==> src/rtl/retire_trace_ctrl.sv <==
// Run controller and retire-trace FIFO for custom_cpu bring-up.
// Sequences CPU reset, detects trap/timeout, and streams filtered register writes to a sink.
module retire_trace_ctrl #(
    parameter int unsigned FIFO_DEPTH     = 16,
    parameter logic [31:0] TIMEOUT_CYCLES = 32'd1000000,
    parameter int unsigned RESET_HOLD     = 4,
    parameter logic [31:0] GOOD_VAL       = 32'h0,
    parameter logic [31:0] BAD_VAL        = 32'h1
) (
    input  logic        sys_clk,
    input  logic        sys_reset_n,
    input  logic        start,
    input  logic [69:0] inst_retire,
    input  logic [31:0] result_word,
    output logic        cpu_reset_n,
    output logic        trace_valid,
    input  logic        trace_ready,
    output logic [68:0] trace_data,
    output logic        done,
    output logic [1:0]  status,
    output logic [31:0] retire_cnt,
    output logic [15:0] drop_cnt
);

    localparam int unsigned AW       = $clog2(FIFO_DEPTH);
    localparam logic [31:0] HoldLast = 32'(RESET_HOLD - 1);
    localparam logic [31:0] TimeLast = TIMEOUT_CYCLES - 32'd1;

    typedef enum logic [2:0] {StIdle, StHold, StRun, StDrain, StDone} state_e;

    state_e      state_q, state_d;
    logic [31:0] cnt_q, cnt_d;
    logic [1:0]  status_q, status_d;
    logic [31:0] retire_cnt_q;
    logic [15:0] drop_cnt_q;
    logic [AW:0] wr_ptr_q, rd_ptr_q;
    logic [68:0] mem_q [FIFO_DEPTH];

    logic empty, full, pop, push_req, push, drop, clr;

    assign empty    = (wr_ptr_q == rd_ptr_q);
    assign full     = (wr_ptr_q[AW] != rd_ptr_q[AW]) &&
                      (wr_ptr_q[AW-1:0] == rd_ptr_q[AW-1:0]);
    assign pop      = !empty && trace_ready;
    assign push_req = (state_q == StRun) && inst_retire[69] && (inst_retire[68:64] != 5'd0);
    // A pop in the same cycle frees the slot, so a full FIFO still accepts the push.
    assign push     = push_req && (!full || pop);
    assign drop     = push_req && full && !pop;
    assign clr      = start && ((state_q == StIdle) || (state_q == StDone));

    always_comb begin
        state_d  = state_q;
        cnt_d    = cnt_q;
        status_d = status_q;
        case (state_q)
            StIdle: begin
                if (start) begin
                    state_d  = StHold;
                    cnt_d    = 32'd0;
                    status_d = 2'b00;
                end
            end
            StHold: begin
                if (cnt_q == HoldLast) begin
                    state_d = StRun;
                    cnt_d   = 32'd0;
                end else begin
                    cnt_d = cnt_q + 32'd1;
                end
            end
            StRun: begin
                cnt_d = cnt_q + 32'd1;
                if (result_word == GOOD_VAL) begin
                    state_d  = StDrain;
                    status_d = 2'b01;
                end else if (result_word == BAD_VAL) begin
                    state_d  = StDrain;
                    status_d = 2'b10;
                end else if (cnt_q == TimeLast) begin
                    state_d  = StDrain;
                    status_d = 2'b11;
                end
            end
            StDrain: begin
                if (empty) begin
                    state_d = StDone;
                end
            end
            StDone: begin
                if (start) begin
                    state_d  = StHold;
                    cnt_d    = 32'd0;
                    status_d = 2'b00;
                end
            end
            default: state_d = StIdle;
        endcase
    end

    always_ff @(posedge sys_clk or negedge sys_reset_n) begin
        if (!sys_reset_n) begin
            state_q      <= StIdle;
            cnt_q        <= 32'd0;
            status_q     <= 2'b00;
            retire_cnt_q <= 32'd0;
            drop_cnt_q   <= 16'd0;
            wr_ptr_q     <= '0;
            rd_ptr_q     <= '0;
        end else begin
            state_q  <= state_d;
            cnt_q    <= cnt_d;
            status_q <= status_d;
            if (clr) begin
                retire_cnt_q <= 32'd0;
                drop_cnt_q   <= 16'd0;
            end else begin
                if (push_req) begin
                    retire_cnt_q <= retire_cnt_q + 32'd1;
                end
                if (drop && (drop_cnt_q != 16'hFFFF)) begin
                    drop_cnt_q <= drop_cnt_q + 16'd1;
                end
            end
            if (push) begin
                wr_ptr_q <= wr_ptr_q + 1'b1;
            end
            if (pop) begin
                rd_ptr_q <= rd_ptr_q + 1'b1;
            end
        end
    end

    always_ff @(posedge sys_clk) begin
        if (push) begin
            mem_q[wr_ptr_q[AW-1:0]] <= {inst_retire[68:64], inst_retire[63:32], inst_retire[31:0]};
        end
    end

    // Outputs decode directly from state so an async reset takes effect at once.
    assign cpu_reset_n = (state_q == StRun);
    assign done        = (state_q == StDone);
    assign status      = status_q;
    assign trace_valid = !empty;
    assign trace_data  = mem_q[rd_ptr_q[AW-1:0]];
    assign retire_cnt  = retire_cnt_q;
    assign drop_cnt    = drop_cnt_q;

endmodule

==> config.mk <==
export PLATFORM = sky130hd
export DESIGN_NAME = retire_trace_ctrl
export DESIGN_NICKNAME = d
export VERILOG_FILES = /design/src/rtl/retire_trace_ctrl.sv
export SDC_FILE = /design/constraint.sdc
export NUM_CORES = 1
export LEC_CHECK = 0
export CORE_UTILIZATION = 25
export DETAILED_ROUTE_END_ITERATION = 10
export PLACE_DENSITY = 0.52
export SYNTH_ARGS = -nofsm -noshare
export SYNTH_HDL_FRONTEND = slang
export SYNTH_SLANG_ARGS = --single-unit
==> constraint.sdc <==
create_clock -name sys_clk -period 20.5 [get_ports sys_clk]
set_clock_uncertainty 0.05 [all_clocks]
set_input_delay 3.075 -clock sys_clk [delete_from_list [all_inputs] [get_ports sys_clk]]
set_output_delay 3.075 -clock sys_clk [all_outputs]
set_load 0.05 [all_outputs]
==> Word-level counts from Yosys, hierarchy flattened <==
Memory sizes are Yosys's and may differ from the RTL's.
Index checks and enable logic that the tools add are counted.
{ "totals": {"ff_bits": 95, "ramBits": 1104, "input_bits": 106, "out_inout_bits": 122, "elab_cells": 74, "memories": 1} }
{ "mem_list": {"columns": ["memory", "depth", "word_bits", "read_ports", "rd_clocked_by_memory_dff", "write_ports", "line_no", "rtl"], "rows": [
  ["mem_q", 16, 69, 1, 0, 1, "37", "logic [68:0] mem_q [FIFO_DEPTH];"]
]} }
{ "classes": {"addsub": 5, "n_eq_ne": 15, "muxes": 21, "reduce_logical": 25} }
{ "ops": {"columns": ["cell", "n"], "rows": [
  ["32-bit 2-to-1 mux", 4],
  ["32-bit one-hot mux with 3 select lines", 1],
  ["32-bit by 1-bit adder with 32-bit output (second input constant)", 2],
  ["32-bit by 1-bit equality test with 1-bit output (second input constant)", 1],
  ["32-bit by 2-bit equality test with 1-bit output (second input constant)", 1],
  ["32-bit by 20-bit equality test with 1-bit output (second input constant)", 1],
  ["32-bit logical NOT", 1],
  ["16-bit 2-to-1 mux", 2],
  ["3-bit 2-to-1 mux", 6],
  ["16-bit by 1-bit adder with 16-bit output (second input constant)", 1],
  ["16-bit inequality test (second input constant)", 1],
  ["3-bit one-hot mux with 4 select lines", 1],
  ["5-bit by 1-bit adder with 5-bit output (second input constant)", 2],
  ["1-bit logical AND", 9],
  ["2-bit 2-to-1 mux", 4],
  ["3-bit by 2-bit equality test with 1-bit output (second input constant)", 2],
  ["2-bit nonzero test", 3],
  ["5-bit equality test", 1],
  ["5-bit nonzero test", 1],
  ["4-bit equality test", 1],
  ["2-bit inequality test (second input constant)", 2],
  ["4-bit by 1-bit inequality test with 1-bit output (second input constant)", 1],
  ["2-bit one-hot mux with 2 select lines", 1],
  ["4-bit AND reduction", 1],
  ["12 further kinds", 16]
]} }

==> Depth between registers and ports, before layout <==
Gate-level depths: netlist (run 1).
{ "logic_depth": {"ltp_word": 8, "mapped_depth": 9, "mapped_depth_nobuf": 7} }

==> Worst setup path after synthesis (run 1) <==
No wires, ideal clock.
{ "synth_timing": {"kind": "input-to-reg", "startpoint": "input port inst_retire[67]", "endpoint": "memory mem_q[3][0] (enable)", "setup_time_ns": 0.581, "arrival_ns": 8.507, "required_ns": 19.869, "slack_ns": 11.362, "path_stages": 6, "path_buffers": 1, "cell_sequence": "or4_1 > o211a_1 > o21a_1 > clkbuf_1 > nand2_1 > nor3_1"} }
{ "synth_via": {"elab_chain_cells": 5} }
{ "synth_rtl": {"columns": ["element", "line_no", "rtl"], "rows": [
  ["from (decl)", "13", "input logic [69:0] inst_retire,"],
  ["5-bit nonzero test", "45", "assign push_req = (state_q == StRun) && inst_retire[69] && (inst_retire[68:64] != 5'd0);"],
  ["1-bit logical AND", "45", null],
  ["1-bit logical AND", "47", "assign push = push_req && (!full || pop);"],
  ["1-bit 2-to-1 mux", "134", "if (push) begin"],
  ["1-bit 2-to-1 mux (implied by the code)", "135", "mem_q[wr_ptr_q[AW-1:0]] <= {inst_retire[68:64], inst_retire[63:32], inst_retire[31:0]};"],
  ["to (decl)", "37", null]
]} }
Every way passes these cells.

==> Worst setup path after layout (run 1) <==
{ "layout_timing": {"startpoint": "register rd_ptr_q[0]", "endpoint": "output port trace_data[23]"} }
{ "layout_via": {"elab_chain_cells": 1} }
{ "layout_rtl": {"columns": ["element", "line_no", "rtl"], "rows": [
  ["from (decl)", "36", "logic [AW:0] wr_ptr_q, rd_ptr_q;"],
  ["from (signal assigned)", "128", "rd_ptr_q <= rd_ptr_q + 1'b1;"],
  ["memory read 16 x 69 bit", null, null],
  ["to (decl)", "18", "output logic [68:0] trace_data,"]
]} }
Every way passes these cells.

==> run metrics, run 1 <==
Ys Warns=0; minimum setup slack among reg-to-reg paths=approximately 15 ns; top achievable clock speed=~120 MHz; number of nets with antenna violations after detailed routing=0; minimum period implied by the final worst setup slack=about 8.6 ns; switching component of the power=about 2500 µW; startpoint type of the worst setup path=register; GR Overflow Total=0; combinational cell fraction of total power=between 30% and 40%; count of input and output buffers=roughly 230; dominant register cell in the synthesized netlist=edfxtp_1; number of slew-limit violations in the final report=0; worst skew pair latency=0.76 ns; area grow syn2layout=20.5%; pin slew with the least headroom to its limit=1.12 ns; number of max-cap violations=0; Reg-to-Reg Start=rd_ptr_q[2]$_DFFE_PN0P_; CTS tree=done; count of final setup violators=0; share of the synthesized area in the top cell type=just over 70%; number of vias per cell after detailed routing=4.48; buffer cell driving the clock tree root=clkbuf_16; largest area contributor in the netlist=edfxtp_1; Via Count=between 20000 and 25000; clock-pin slew on the worst setup and hold paths=0.06 ns; library cell with the highest instance count after synthesis=edfxtp_1; RSZ-0062 raised after global routing=false; Post-CTS Hold Buffers=0; Storage cell area=between 30000 and 40000 µm²; part of the Yosys area used for sequential elements=76.0%; PnR Total Power=between 7000 and 8000 µW; count of flip-flops with a built-in enable after synthesis=1104; Buffers & Inverters on Critical Path=3; number of cells on the worst reg-to-reg path=6; Required @ worst endpoint=roughly 17 ns; DRC violation count after routing=0; count of state elements after synthesis=approximately 1200; Mapped Cells=2145; peak per-stage delay on the critical path=roughly 1.0 ns; count of clock tree sinks=between 1000 and 1500; reg-to-reg endpoint=mem_q[12][1]$_DFFE_PP_; core area=approximately 190000 µm²; Synth area leaders=edfxtp_1, mux4_2, dfrtp_1; Routed wire per std cell=23.2 µm; top cell types by occurrence after synthesis=edfxtp_1, mux4_2, dfrtp_1; detailed placement HPWL=approximately 60000 µm; Die Area=189000 µm²; category of cells accounting for the largest share of critical-path delay=buffers and inverters; die span in y=around 430 µm; classification of the worst setup path=reg2out; origin of the worst min-delay path=rd_ptr_q[4]$_DFFE_PN0P_; proportion of register bits with asynchronous set or reset after synthesis=7.92%; Util after Layout=30.3%; worst endpoint data arrival time=5.46 ns; final worst-path cycle share=roughly two fifths; static power due to leakage=0.0175 µW; IO Count=roughly 230; relative max-transition margin=25.4%; number of global-route vias before repair=between 20000 and 25000; P_int=just over 5000 µW; count of nets after finishing=2547; termination of the worst setup path=trace_data[23]; Hold Fails Final Rpt=0; post-synth net total=roughly 2300; synthesized cell area=46700 µm²; number of post-CTS setup repair buffers=0; sequential cell fraction of total power=between 30 and 40%; path class of the lowest-slack min-delay path=reg2reg; area used by multi-input combinational logic=approximately 11000 µm²; Total GRT Usage=12.3%; initial drt markers=between 1500 and 2000; number of levels in the clock H-tree=4; net switching share of the total power=32.7%; CP startpoint=rd_ptr_q[0]$_DFFE_PN0P_; Critical Path Sink Type=primary output; ratio of total power to cell area=about 130 nW/µm²; gp weighted congestion=roughly 0.7; largest net degree at the start of global routing=about 110; maximum vdd drop=0.0926 mV; post-detailed-routing wire length=roughly 120000 µm; Horiz. Die Dim=roughly 430 µm; count of cell types in the netlist=between 50 and 60; Worst path depth=5; Total Negative Setup Slacks=0 ns; count of cells resized by post-cts repair=0; # rows=158; fraction of final layout cells sized beyond drive strength 1=around a quarter; CP cell instances=buf_4 -> buf_4 -> mux4_2 -> mux4_2 -> clkdlybuf4s50_1; result of the run=finished clean; Avg Cell Area, Syn=between 20 and 25 µm²; number of antenna violations at the first check in global routing=19; highest fanout seen on the critical path=47; part of the power in the clock network=between 30% and 40%; initial cell density of the core=25.2%; Filler cells=about 18000; wire length of the first global-routing pass=~170000 µm; CP max-delay cell=dfrtp_4; Max Buffers Root-to-Sink=3; TritonCTS buffer count=roughly 130; total placed instance area=~52000 µm²; Pre-Repair DR Iteration Count=5; final standard cell area without fillers=56300 µm²
==> metrics by stage <==
stage	hold slack (ns)	cells	setup slack (ns)
CTS	0.457	5013	11.60
finish	0.450	5017	11.92
detailed placement	0.444	4779	12.46
floorplan	0.412	2145	11.36
global placement	0.437	4779	12.46
global route	0.473	5014	11.44
==> cell type report <==
class / count / share of cell area (%)
sequential: 1199 / 63.1
timing repair buffer: 265 / 4.56
antenna: 4 / 0.0178
clock inverter: 76 / 1.40
multi-input combinational: 816 / 19.1
clock buffer: 158 / 6.13
inverter: 19 / 0.127
tap: 2480 / 5.51
==> layer usage <==
layer | track usage [%] | vias to the layer above | share of wire (%)
li1 | - | 9632 | -
met5 | 0 | - | 0.060
met3 | 2.50 | 172 | 4.3
met1 | 16.3 | 12100 | 44
met2 | 20.5 | 495 | 50
met4 | 3.10 | 14 | 1.9
==> registers in the layout (all words and copies together) (netlist names) <==
signal,count
state_q,3
retire_cnt,32
status,2
rd_ptr_q,5
mem_q,1104
wr_ptr_q,5
cnt_q,32
drop_cnt,16
==> cells in the final DEF (no fill, tap or decap), types with 17 or more instances in the layout <==
cell             count
edfxtp_1          1104
mux4_2             345
clkdlybuf4s50_1    226
clkbuf_16          133
dfrtp_1             91
nand2_1             59
nor2_1              58
xnor2_1             45
buf_4               38
nand3_1             30
clkinv_1            28
nor4_1              26
clkinv_2            23
a31oi_1             22
clkbuf_1            22
nor3_1              20
inv_1               19
a21oi_1             19
o21ai_0             17
==> logic make-up after synthesis <==
| family | after synthesis | synth area share, % |
|---|---|---|
| AOI/OAI and AO/OA | 103 | 1.51 |
| xor gates and xnor gates | 50 | 0.937 |
| DFF | 1199 | 76.0 |
| muxes | 351 | 16.8 |
| buffers and inverters | 130 | 1.12 |
| adders and majority gates | 8 | 0.214 |
| and+or+nand+nor | 304 | 3.48 |
==> worst min path at each step <==
stage | to | cells past startpoint
CTS | rd_ptr_q[4]$_DFFE_PN0P_ | 1
global placement | rd_ptr_q[4]$_DFFE_PN0P_ | 1
detailed placement | rd_ptr_q[4]$_DFFE_PN0P_ | 1
global route | rd_ptr_q[4]$_DFFE_PN0P_ | 1
floorplan | wr_ptr_q[4]$_DFFE_PN0P_ | 1
finish | rd_ptr_q[4]$_DFFE_PN0P_ | 1
==> power groups by stage <==
stage                     registers, µW  clock network (µW)  logic, µW
after floorplan                    2830                   0       1700
after global placement             2910                   0       2410
after detailed placement           2910                   0       2420
after CTS                          2860                2370       2420
after global routing               2860                2450       2490
final                              2850                2300       2340
Power figures use the tool's default switching activity.
==> run 2, diff against run 1 <==
--- a/config.mk
+++ b/config.mk
@@ -7,7 +7,7 @@
 export LEC_CHECK = 0
 export CORE_UTILIZATION = 25
 export DETAILED_ROUTE_END_ITERATION = 10
-export PLACE_DENSITY = 0.52
+export PLACE_DENSITY = 0.53
 export SYNTH_ARGS = -nofsm -noshare
 export SYNTH_HDL_FRONTEND = slang
 export SYNTH_SLANG_ARGS = --single-unit
==> constraint.sdc (replaced) <==
create_clock -name sys_clk -period 7 [get_ports sys_clk]
set_clock_uncertainty 0.05 [all_clocks]
set_input_delay 1.05 -clock sys_clk [delete_from_list [all_inputs] [get_ports sys_clk]]
set_output_delay 1.05 -clock sys_clk [all_outputs]
set_load 0.05 [all_outputs]
==> run 2 against run 1 <==
Sequential cell count is the same. Wire length down 1.4%. Non-clock buffer count is 21 higher. Sequential share of layout area decreased by 0.40 points. Largest power group unchanged.
==> run metrics, run 2 (same netlist as run 1, synthesis figures left out) <==
Post-CTS Hold Buffers=0 (unchanged); antenna cell count=0 (-4); Required @ worst endpoint=5.90 ns (-11.48 ns); CTS tree=done; number of vias per cell after detailed routing=4.45 (-0.71%); CP cell instances=buf_12 -> mux4_2 -> mux4_2 -> clkdlybuf4s50_1; detailed placement HPWL=68300 µm (+11%); Critical Path Sink Type=primary output; net switching share of the total power=33.2% (+0.54 points); count of cells resized by post-cts repair=0 (unchanged); RSZ-0062 raised after global routing=false; sequential cell fraction of total power=37.6% (-0.4 points); reg-to-reg endpoint=mem_q[12][45]$_DFFE_PP_; largest net degree at the start of global routing=68 (-39%); gp weighted congestion=0.709 (-1.6%); number of antenna violations at the first check in global routing=17 (-2); minimum setup slack among reg-to-reg paths=2.58 ns (-12.88 ns); count of nets after finishing=2569 (+0.86%); Horiz. Die Dim=434 µm (unchanged); combinational cell fraction of total power=31.5% (+0.3 points); maximum vdd drop=0.288 mV (+210%); DRC violation count after routing=0 (unchanged); clock-pin slew on the worst setup and hold paths=0.06 ns (about the same); fraction of final layout cells sized beyond drive strength 1=24.4% (+0.62 points); Max Buffers Root-to-Sink=3 (unchanged); # rows=158 (unchanged); count of input and output buffers=227 (unchanged); pin slew with the least headroom to its limit=1.08 ns (-0.0397 ns); post-detailed-routing wire length=115000 µm (-1.4%); Die Area=189000 µm² (unchanged); relative max-transition margin=28.1% (+2.6 points); Reg-to-Reg Start=rd_ptr_q[0]$_DFFE_PN0P_; CP max-delay cell=dfrtp_4; number of nets with antenna violations after detailed routing=0 (unchanged); classification of the worst setup path=reg2out; cell seen most often among critical-path stages=mux4_2; Via Count=22400 (-0.20%); Routed wire per std cell=22.7 µm (-1.9%); IO Count=228 (unchanged); leading cell type in the layout, fill and taps excluded=edfxtp_1; part of the power in the clock network=30.9% (about the same); core area=186000 µm² (unchanged); peak per-stage delay on the critical path=1.03 ns (about the same); worst hold-check slack=0.317 ns (-0.134 ns); top achievable clock speed=roughly 190 MHz; Util after Layout=30.5% (+0.20 points); minimum period implied by the final worst setup slack=5.40 ns; result of the run=finished clean; startpoint type of the worst setup path=register; number of slew-limit violations in the final report=0 (unchanged); Hold Fails Final Rpt=0 (unchanged); Total Negative Setup Slacks=0 ns (unchanged); count of final setup violators=0 (unchanged); GR Overflow Total=0 (unchanged); path class of the lowest-slack min-delay path=in2async; number of global-route vias before repair=23600 (+0.12%); number of cells on the worst reg-to-reg path=6 (unchanged); number of post-CTS setup repair buffers=0 (unchanged); worst skew pair latency=0.77 ns (about the same); ratio of total power to cell area=393 nW/µm² (+200%); worst endpoint data arrival time=4.30 ns (-1.16 ns); number of flip-flops in the largest register=1104 (unchanged); die span in y=434 µm (unchanged); final worst-path cycle share=77.2%; most used cells in the layout excluding fill and tap cells=edfxtp_1, mux4_2, clkdlybuf4s50_1, clkbuf_16, dfrtp_1; initial cell density of the core=25.2% (unchanged); buffer cell driving the clock tree root=clkbuf_16; static power due to leakage=0.0177 µW (+1.0%); Total GRT Usage=12.2% (-0.11 points); initial drt markers=2001 (+14%); number of levels in the clock H-tree=4 (unchanged); TritonCTS buffer count=133 (+0.76%); switching component of the power=7420 µW (+200%); area grow syn2layout=21.3%; count of clock tree sinks=1199 (unchanged); highest fanout seen on the critical path=59 (+26%); number of max-cap violations=0 (unchanged); Pre-Repair DR Iteration Count=5 (unchanged); P_int=14900 µW (+200%); wire length of the first global-routing pass=168000 µm (about the same)
## run 2: cell types whose count changed in the layout (fill, tap and decap cells not counted), moves of 2 or more
cell,before,now
diode_2,4,0
clkinv_2,23,20
clkbuf_1,22,29
buf_4,38,51
clkinvlp_4,2,4
buf_12,1,9
clkinv_16,7,9
## run 2: worst max-delay path by stage
stage | endpoint | from | slack (ns) | cells after the start
after floorplan | mem_q[3][0]$_DFFE_PP_ | state_q[0]$_DFFE_PN0P_ | 1.93 | 9
after global placement | mem_q[12][24]$_DFFE_PP_ | inst_retire[64] | 1.85 | 7
after detailed placement | mem_q[12][24]$_DFFE_PP_ | inst_retire[64] | 1.80 | 7
after CTS | trace_data[35] | rd_ptr_q[0]$_DFFE_PN0P_ | 1.40 | 4
after global routing | trace_data[35] | rd_ptr_q[0]$_DFFE_PN0P_ | 1.34 | 4
final | trace_data[35] | rd_ptr_q[0]$_DFFE_PN0P_ | 1.60 | 4
## run 2: cell type report
type / count / area, µm²
Fill cell: 17800 / 129000
Sequential cell: 1199 / 35500
Multi-Input combinational cell: 816 / 10800
Clock buffer: 166 / 3490
Tap cell: 2480 / 3100
Timing Repair Buffer: 286 / 2830
Clock inverter: 77 / 857
Inverter: 19 / 71.3
## run 2: per-layer routing
metal | wire [µm] | vias up | GRT usage, %
met5 | 41 | - | 0
met4 | 2350 | 8 | 3.42
met3 | 5210 | 159 | 2.46
met2 | 58200 | 517 | 20.7
met1 | 48900 | 12100 | 15.8
li1 | - | 9682 | -
## run 2: power groups by stage
stage / clock (µW) / sequential, µW / combinational (µW)
CTS: 7060 / 8420 / 7240
floorplan: 0 / 8280 / 4980
detailed placement: 0 / 8570 / 7220
global route: 7340 / 8440 / 7420
global placement: 0 / 8560 / 7210
finish: 6890 / 8400 / 7020
## run 2: metrics by stage
step / cells / instance area (µm²) / setup WS, ns / power [µW]
after floorplan: 2145 / 46800 / 1.93 / 13300
after global placement: 4800 / 52300 / 1.85 / 15800
after detailed placement: 4800 / 52300 / 1.80 / 15800
after CTS: 5043 / 56700 / 1.40 / 22700
after global routing: 5043 / 56700 / 1.34 / 23200
final: 5043 / 56700 / 1.60 / 22300
## run 2: critical path, delay by kind of cell (launching register included)
family	cells	cell delay [ns]
DFF	1	1.03
buffers and inverters	2	1.25
muxes	2	1.17
